==> config.mk <==
export PLATFORM = sky130hd
export DESIGN_NAME = mul_hilo_ctrl_flat
export DESIGN_NICKNAME = d
export VERILOG_FILES = /design/src/rtl/mul_hilo_ctrl_pkg.sv /design/src/rtl/mul_hilo_ctrl_if.sv /design/src/rtl/bp_booth_mul_32.sv /design/src/rtl/mul_hilo_ctrl.sv /design/src/flat_wrapper.sv
export SDC_FILE = /design/constraint.sdc
export NUM_CORES = 2
export LEC_CHECK = 0
export CAP_MARGIN = 5
export CORE_AREA = 5 5 403 405
export CTS_CLUSTER_SIZE = 20
export DETAILED_ROUTE_END_ITERATION = 10
export DIE_AREA = 0 0 408 410
export SETUP_SLACK_MARGIN = 0.15
export SYNTH_ARGS = -nofsm -noshare
export SYNTH_HDL_FRONTEND = slang
export SYNTH_HIERARCHICAL = 1
export SYNTH_SLANG_ARGS = --single-unit
==> constraint.sdc <==
create_clock -name clk -period 12.1 [get_ports clk]
set_input_delay 1.815 -clock clk [delete_from_list [all_inputs] [get_ports clk]]
set_output_delay 1.815 -clock clk [all_outputs]
set_load 0.05 [all_outputs]
==> src/rtl/mul_hilo_ctrl_pkg.sv <==
// Shared types and constants for the HI/LO multiply controller.
package mul_hilo_pkg;

  localparam int unsigned CNT_W             = 4;
  localparam int unsigned SETTLE_CYCLES_DEF = 2;

  typedef enum logic [1:0] {
    StIdle,
    StSettle,
    StDone
  } state_e;

endpackage

==> src/rtl/mul_hilo_ctrl_if.sv <==
// Request/result bundle between a client and the HI/LO multiply controller.
interface mul_hilo_ctrl_if;
  import mul_hilo_pkg::*;

  logic        start;
  logic [31:0] a;
  logic [31:0] b;
  logic        abort;
  logic [31:0] bus_in;
  logic        hi_we;
  logic        lo_we;
  logic        busy;
  logic        done;
  logic [31:0] hi;
  logic [31:0] lo;
  logic        ovf;

  modport master (
    output start, a, b, abort, bus_in, hi_we, lo_we,
    input  busy, done, hi, lo, ovf
  );

  modport slave (
    input  start, a, b, abort, bus_in, hi_we, lo_we,
    output busy, done, hi, lo, ovf
  );

endinterface

==> src/rtl/bp_booth_mul_32.sv <==
// Combinational radix-4 Booth multiplier: 32x32 signed -> 64-bit signed product.
module bp_booth_mul_32 (
  input  logic [31:0] a,
  input  logic [31:0] b,
  output logic [63:0] z
);

  logic [32:0] w_bx;
  logic [63:0] w_ax;
  logic [63:0] w_pp;
  logic [63:0] w_acc;

  assign w_bx = {b, 1'b0};
  assign w_ax = {{32{a[31]}}, a};

  always_comb begin
    w_acc = '0;
    w_pp  = '0;
    for (int i = 0; i < 16; i++) begin
      case (w_bx[2*i +: 3])
        3'b001, 3'b010: w_pp = w_ax;
        3'b011:         w_pp = w_ax << 1;
        3'b100:         w_pp = -(w_ax << 1);
        3'b101, 3'b110: w_pp = -w_ax;
        default:        w_pp = '0;
      endcase
      w_acc = w_acc + (w_pp << (2 * i));
    end
    z = w_acc;
  end

endmodule

==> src/rtl/mul_hilo_ctrl.sv <==
// Sequences a settle-timed combinational multiply into HI/LO with overflow flag,
// abort, and direct HI/LO loads.
module mul_hilo_ctrl
  import mul_hilo_pkg::*;
#(
  parameter int unsigned SETTLE_CYCLES = SETTLE_CYCLES_DEF
) (
  input  logic            clk,
  input  logic            rst_n,
  mul_hilo_ctrl_if.slave  bus
);

  state_e             r_state, w_state_d;
  logic [CNT_W-1:0]   r_cnt, w_cnt_d;
  logic [31:0]        r_op_a, w_op_a_d;
  logic [31:0]        r_op_b, w_op_b_d;
  logic [31:0]        r_hi, w_hi_d;
  logic [31:0]        r_lo, w_lo_d;
  logic               r_ovf, w_ovf_d;
  logic [63:0]        w_z;
  logic               w_last;

  bp_booth_mul_32 u_mul (
    .a (r_op_a),
    .b (r_op_b),
    .z (w_z)
  );

  assign w_last = (r_cnt == CNT_W'(SETTLE_CYCLES - 1));

  always_comb begin
    w_state_d = r_state;
    w_cnt_d   = r_cnt;
    w_op_a_d  = r_op_a;
    w_op_b_d  = r_op_b;
    w_hi_d    = r_hi;
    w_lo_d    = r_lo;
    w_ovf_d   = r_ovf;

    // Direct loads first so a same-edge capture below overrides them.
    if (bus.hi_we) w_hi_d = bus.bus_in;
    if (bus.lo_we) w_lo_d = bus.bus_in;

    unique case (r_state)
      StIdle: begin
        if (bus.start) begin
          w_op_a_d  = bus.a;
          w_op_b_d  = bus.b;
          w_ovf_d   = 1'b0;
          w_cnt_d   = '0;
          w_state_d = StSettle;
        end
      end
      StSettle: begin
        if (bus.abort) begin
          w_cnt_d   = '0;
          w_state_d = StIdle;
        end else if (w_last) begin
          w_hi_d    = w_z[63:32];
          w_lo_d    = w_z[31:0];
          w_ovf_d   = (w_z[63:32] != {32{w_z[31]}});
          w_cnt_d   = '0;
          w_state_d = StDone;
        end else begin
          w_cnt_d   = r_cnt + 1'b1;
        end
      end
      StDone: begin
        w_state_d = StIdle;
      end
      default: begin
        w_state_d = StIdle;
      end
    endcase
  end

  always_ff @(posedge clk or negedge rst_n) begin
    if (!rst_n) begin
      r_state <= StIdle;
      r_cnt   <= '0;
      r_op_a  <= '0;
      r_op_b  <= '0;
      r_hi    <= '0;
      r_lo    <= '0;
      r_ovf   <= 1'b0;
    end else begin
      r_state <= w_state_d;
      r_cnt   <= w_cnt_d;
      r_op_a  <= w_op_a_d;
      r_op_b  <= w_op_b_d;
      r_hi    <= w_hi_d;
      r_lo    <= w_lo_d;
      r_ovf   <= w_ovf_d;
    end
  end

  assign bus.busy = (r_state == StSettle);
  assign bus.done = (r_state == StDone);
  assign bus.hi   = r_hi;
  assign bus.lo   = r_lo;
  assign bus.ovf  = r_ovf;

endmodule
==> src/flat_wrapper.sv <==
// flat-port wrapper written by rule: the top's interface ports become plain ports
module mul_hilo_ctrl_flat import mul_hilo_pkg::*;
#(
  parameter int unsigned SETTLE_CYCLES = SETTLE_CYCLES_DEF
)
  (clk, rst_n, bus_start, bus_a, bus_b, bus_abort, bus_bus_in, bus_hi_we, bus_lo_we, bus_busy, bus_done, bus_hi, bus_lo, bus_ovf);
  mul_hilo_ctrl_if bus_i ();
  input  logic clk;
  input  logic rst_n;
  input wire logic [$bits(bus_i.start)-1:0] bus_start;
  input wire logic [$bits(bus_i.a)-1:0] bus_a;
  input wire logic [$bits(bus_i.b)-1:0] bus_b;
  input wire logic [$bits(bus_i.abort)-1:0] bus_abort;
  input wire logic [$bits(bus_i.bus_in)-1:0] bus_bus_in;
  input wire logic [$bits(bus_i.hi_we)-1:0] bus_hi_we;
  input wire logic [$bits(bus_i.lo_we)-1:0] bus_lo_we;
  output wire logic [$bits(bus_i.busy)-1:0] bus_busy;
  output wire logic [$bits(bus_i.done)-1:0] bus_done;
  output wire logic [$bits(bus_i.hi)-1:0] bus_hi;
  output wire logic [$bits(bus_i.lo)-1:0] bus_lo;
  output wire logic [$bits(bus_i.ovf)-1:0] bus_ovf;
  assign bus_i.start = bus_start;
  assign bus_i.a = bus_a;
  assign bus_i.b = bus_b;
  assign bus_i.abort = bus_abort;
  assign bus_i.bus_in = bus_bus_in;
  assign bus_i.hi_we = bus_hi_we;
  assign bus_i.lo_we = bus_lo_we;
  assign bus_busy = bus_i.busy;
  assign bus_done = bus_i.done;
  assign bus_hi = bus_i.hi;
  assign bus_lo = bus_i.lo;
  assign bus_ovf = bus_i.ovf;
  mul_hilo_ctrl #(.SETTLE_CYCLES(SETTLE_CYCLES)) u_core (.clk(clk), .rst_n(rst_n), .bus(bus_i));
endmodule
# Word level (Yosys, flattened, before mapping)
# Cells that the tools add are included.
[word_totals]
ff_bits = 135
output_inout_bits = 67
[classes]
muxes = 36
add_sub_neg = 18
n_eq_ne = 101
n_reduce_logical = 36
[ops]
columns = ["cell", "count"]
rows = [
  ["$add A64 B64 Y64", 15],
  ["$mux W32", 8],
  ["$pmux W62 S4", 1],
  ["$pmux W60 S4", 1],
  ["$pmux W58 S4", 1],
  ["$pmux W56 S4", 1],
  ["$pmux W54 S4", 1],
  ["$pmux W52 S4", 1],
  ["$pmux W50 S4", 1],
  ["$pmux W48 S4", 1],
  ["$pmux W64 S3", 1],
  ["$pmux W46 S4", 1],
  ["$pmux W44 S4", 1],
  ["$pmux W42 S4", 1],
  ["$pmux W40 S4", 1],
  ["$pmux W38 S4", 1],
  ["$pmux W36 S4", 1],
  ["$pmux W34 S4", 1],
  ["$eq A3 B3 Y1 const B", 45],
  ["$neg A64 Y64", 2],
  ["$eq A3 B2 Y1 const B", 30],
  ["$reduce_or A2 Y1", 30],
  ["$eq A3 B1 Y1 const B", 15],
  ["$ne A32 B32 Y1", 1],
  ["17 further kinds", 29],
]

# Logic depth before layout (Yosys ltp)
[depth]
word_depth = 22
depth_mapped = 45
depth_no_buf = 40

# Cells and area by module
# Netlist, hierarchy kept.
[modules_own_cells]
columns = ["module", "instances", "area_each_um2", "cells_each"]
rows = [
  ["bp_booth_mul_32", 1, 41110.7, 5646],
  ["mul_hilo_ctrl", 1, 6128.4, 484],
]

# Worst setup path after synthesis
# No wires, ideal clock.
[synth_timing]
path_kind = "register to register"
from = "register u_core.r_op_a[0]"
to = "register u_core.r_ovf, in the netlist u_core/bus.ovf"
arrival_time_ps = 9777
setup_ps = 125
t_required_ps = 11975
path_slack_ps = 2198
path_stages_with_launch = 41
synth_period_minus_slack_ps = 9902
path_cell_list = "dfrtp_1 > inv_1 > clkbuf_1 > ha_1 > nor3b_1 > and3_1 > nand4_1 > or3_1 > or4b_1 > clkbuf_1 > nand2b_1 > xor2_1 > clkbuf_1 > a21oi_1 > o21ai_0 > fa_1 > fa_1 > fa_1 > [... 5 more ...] > ha_1 > clkbuf_1 > a21o_1 > a21o_1 > a21oi_1 > o21ai_0 > a32o_1 > a31oi_1 > o41a_1 > o21ai_0 > a21oi_1 > o21ai_0 > xnor2_1 > nand4_1 > nor3_1 > a31oi_1 > nor4_1 > o21ai_1"
[synth_between]
elab_chain_cells = 21
elab_cells_between_ends = 37
cone_classes = "add/sub (17); eq/ne (1); mux (19)"
[synth_lines]
columns = ["item", "line_no", "text"]
rows = [
  ["from (decl)", "mul_hilo_ctrl.sv:15", "logic [31:0] r_op_a, w_op_a_d;"],
  ["from (signal assigned)", "mul_hilo_ctrl.sv:89", "r_op_a <= w_op_a_d;"],
  ["$neg A64 Y64, on equally long branches", "bp_booth_mul_32.sv:24, bp_booth_mul_32.sv:23", ""],
  ["$pmux W62 S4 / $pmux W64 S3 (equally long branches)", "bp_booth_mul_32.sv:20", "case (w_bx[2*i +: 3])"],
  ["$add A64 B64 Y64 (14 in series)", "bp_booth_mul_32.sv:27", "w_acc = w_acc + (w_pp << (2 * i));"],
  ["$add A64 B64 Y64 *", "bp_booth_mul_32.sv:27", ""],
  ["named net u_core.w_z[54]", "mul_hilo_ctrl.sv:20", "logic [63:0] w_z;"],
  ["$ne A32 B32 Y1 *", "mul_hilo_ctrl.sv:61", "w_ovf_d = (w_z[63:32] != {32{w_z[31]}});"],
  ["$mux W1 *", "mul_hilo_ctrl.sv:58", "end else if (w_last) begin"],
  ["$mux W1 *", "mul_hilo_ctrl.sv:55", "if (bus.abort) begin"],
  ["$pmux W1 S2 *", "mul_hilo_ctrl.sv:44", "unique case (r_state)"],
  ["to (signal assigned)", "mul_hilo_ctrl.sv:93", "r_ovf <= w_ovf_d;"],
  ["to (decl)", "mul_hilo_ctrl.sv:19", "logic r_ovf, w_ovf_d;"],
]
# Mark *: on every way through the listed nets, which the timed path passes. The rest lies on a longest branch. The select of a mux whose other input is x is not followed.
# A chain may end at the register's enable or synchronous reset.

# Worst setup path in the final report
[layout_timing]
from = "register u_core.r_op_a[1]"
to = "register u_core.r_ovf, in the netlist u_core/bus.ovf"
# The elaborated chain is that of the path after synthesis.

==> impl_metrics.json <==
{
  "grt_pass1_vias": 49100,
  "cts_tree": "done",
  "holdCritPathClass": "reg2reg",
  "status": "completed",
  "drt_first_pass_iters": 8,
  "finClkSkew_ns": 0.0709,
  "grt_pass1_wl_mm": 384,
  "syn2layout_area_growth_pct": 9.80,
  "synthSimpleGateAreaFrac": 0.110,
  "cap_violations": 0,
  "grtUsageTotal": 0.317,
  "io_buffers": 168,
  "hpwl_mm": 206,
  "finalSetupViolCount": 0,
  "ys_seq_area_frac": 0.0715,
  "nets": 6807,
  "netlist_instances": 6130,
  "muxShareOfSynthArea": 0.0576,
  "ys_async_sr_fraction": 1.00,
  "clk_pin_slew_ns": 0.13,
  "synth_compound_gate_area_share": 0.287,
  "synthDominantCellAreaShare": 0.270,
  "critical_path_class": "reg2reg",
  "vias_per_cell": 6.44,
  "synth_fp_nets": 7001,
  "hold_viol": 0,
  "synth_ff_type": "dfrtp_1",
  "yosys.area_share.adder": 0.305,
  "syn-cell-area_um2": 47200,
  "initial_core_util": 0.299,
  "die_w_um": 408,
  "ys.warnings.count": 6,
  "clock_path_buffers": 2,
  "synth_edf_count": 0,
  "layout-drive-gt1-share": 0.0888,
  "grt_antenna_before_repair": 15,
  "crit_path_max_incr_delay_ns": 0.97,
  "setup_slack_ns": 0.695,
  "cts_buffers": 17,
  "yosysUniqueCellTypes": 93,
  "ys_top_cells_by_area": "fa_1, dfrtp_1, inv_1, o21ai_0, a21oi_1",
  "coreArea_um2": 158000,
  "period_share": 0.943,
  "cp.arrival_ns": 11.81,
  "gp_congestion": 1.07,
  "synth-seq-cells": 135,
  "gr-total-overflow": 0,
  "synth-xor-area-share": 0.0590,
  "synth_top_family_by_area": "adder cells",
  "cts.sinks": 135,
  "first_iter_violations": 9573,
  "fin_tns_setup_ns": 0,
  "fin_crit_ns": 11.40,
  "dieHeight_um": 410,
  "endpoint_kind": "flop",
  "pre_cts_ws_ns": 0.968,
  "cp.required_ns": 12.51,
  "cts-root-buf": "clkbuf_16",
  "fmax_ghz": 0.0877,
  "grt_max_degree": 108,
  "vias": 51700,
  "io_pins": 169,
  "start_kind": "flop",
  "drc": 0,
  "tightest_slew_ns": 1.46,
  "wl_per_cell_um": 34.4,
  "slowest_stage": "xnor2_1",
  "post-cts-setup-buffers": 0,
  "final_common_cell": "inv_1",
  "cpMostUsedCell": "fa_1",
  "maxSlewViolCount": 0,
  "slew_headroom": 0.0151,
  "rsz0062_at_grt": "false",
  "die-area_um2": 167000,
  "postRouteAntennaNets": 0,
  "insertion_delay_ns": 0.59,
  "wl_mm": 276,
  "avgSynthCellArea_um2": 7.71,
  "synth_area_leader_cell": "fa_1",
  "h-tree-depth": 4,
  "crit_fanout": 28,
  "final_cell_mix": "inv_1, fa_1, nand2_1",
  "num_rows": 146
}
[critical path: cells and delay by family, from the launching register on]
| kind | cells | cell delay, ns |
|---|---|---|
| DFF | 1 | 0.40 |
| AOI/OAI and AO/OA | 15 | 2.75 |
| xor gates and xnor gates | 2 | 1.24 |
| adders and majority gates | 7 | 3.52 |
| and+or+nand+nor | 7 | 1.89 |
| buffers and inverters | 6 | 1.39 |
[cells in the mapped netlist, types with 13 or more instances]
cell type    n
o22ai_1    155
nor2_1     489
o211ai_1    60
mux2_4      50
nand4_1     17
dfrtp_1    135
o21ai_1     50
nor3_1      43
buf_1       66
o31a_1      18
nand2_1    565
a211o_1     14
a21oi_1    481
o21bai_1    14
o21a_1      36
xor2_1     105
buf_2       17
mux2_2      58
a22oi_1     71
a31oi_1    145
o21ai_0    490
nand3_1     28
mux2i_1    125
o221ai_1    39
a21o_1     108
ha_1       132
a221oi_1   173
o22a_1      13
xnor2_1    208
and3_1      20
inv_1      672
a221o_1    122
fa_1       637
or3_1       15
clkbuf_1   537
or2_2       19
[area by class of cell]
cell class / instances / area [µm²]
inverter: 688 / 2580
antenna: 8 / 20.0
multi-input combinational: 4666 / 39000
clock inverter: 15 / 198
sequential: 135 / 3430
timing repair buffer: 428 / 3650
fill: 16800 / 106000
tap: 2072 / 2590
clock buffer: 17 / 425
[logic make-up after synthesis]
family                   after synthesis
adder cells (fa/ha/maj)              769
AO/OA/AOI/OAI                       2089
buffers and inverters               1329
flip-flops                           135
XOR/XNOR                             315
multiplexers                         236
AND/OR/NAND/NOR                     1257
[final timing paths]
path	slack, ns	to	startpoint	cells past startpoint
max in group asynchronous	9.71	u_core/r_op_b[11]$_DFFE_PN0P_	rst_n	2
worst max-delay path	0.70	u_core/bus.ovf$_DFFE_PN0P_	u_core/r_op_a[1]$_DFFE_PN0P_	37
worst min register to register	0.51	u_core/r_cnt[3]$_DFFE_PN0P_	u_core/r_cnt[3]$_DFFE_PN0P_	1
worst min-delay path	0.51	u_core/r_cnt[3]$_DFFE_PN0P_	u_core/r_cnt[3]$_DFFE_PN0P_	1
worst max register to register	0.70	u_core/bus.ovf$_DFFE_PN0P_	u_core/r_op_a[1]$_DFFE_PN0P_	37
min in group asynchronous	1.20	u_core/bus.lo[14]$_DFF_PN0_	rst_n	1
[per-stage QoR]
step	cells	area (µm²)	hold WS, ns	util
6_report	8029	51900	0.507	0.328
2_1_floorplan	6130	47200	0.461	-
4_1_cts	8021	51800	0.507	0.328
3_3_place_gp	7989	51200	0.486	0.324
3_5_place_dp	7989	51200	0.489	0.324
5_1_grt	8021	51800	0.522	0.328
[state kept, by name, indices dropped and copies added (netlist names)]
register and cells:
u_core/bus.hi 32, u_core/bus.lo 32, u_core/bus.ovf 1, u_core/r_cnt 4, u_core/r_op_a 32, u_core/r_op_b 32, u_core/r_state 2
[timing repair]
action                                 CTS  global route
setup endpoints to repair                0             1
resized for setup                        0             2
endpoints found under the hold margin    0             0
hold buffers                             0             0
[metal layers]
metal  routed length [µm]  global-route usage  part of all wire
met5                   80             0.00172           0.00029
met4                19800               0.175             0.072
met3                45000               0.143              0.16
met2               106000               0.438              0.39
met1               105000               0.409              0.38
Power is not shown: default switching activity piles up to over one toggle a cycle in this logic, so the estimate is an artifact.
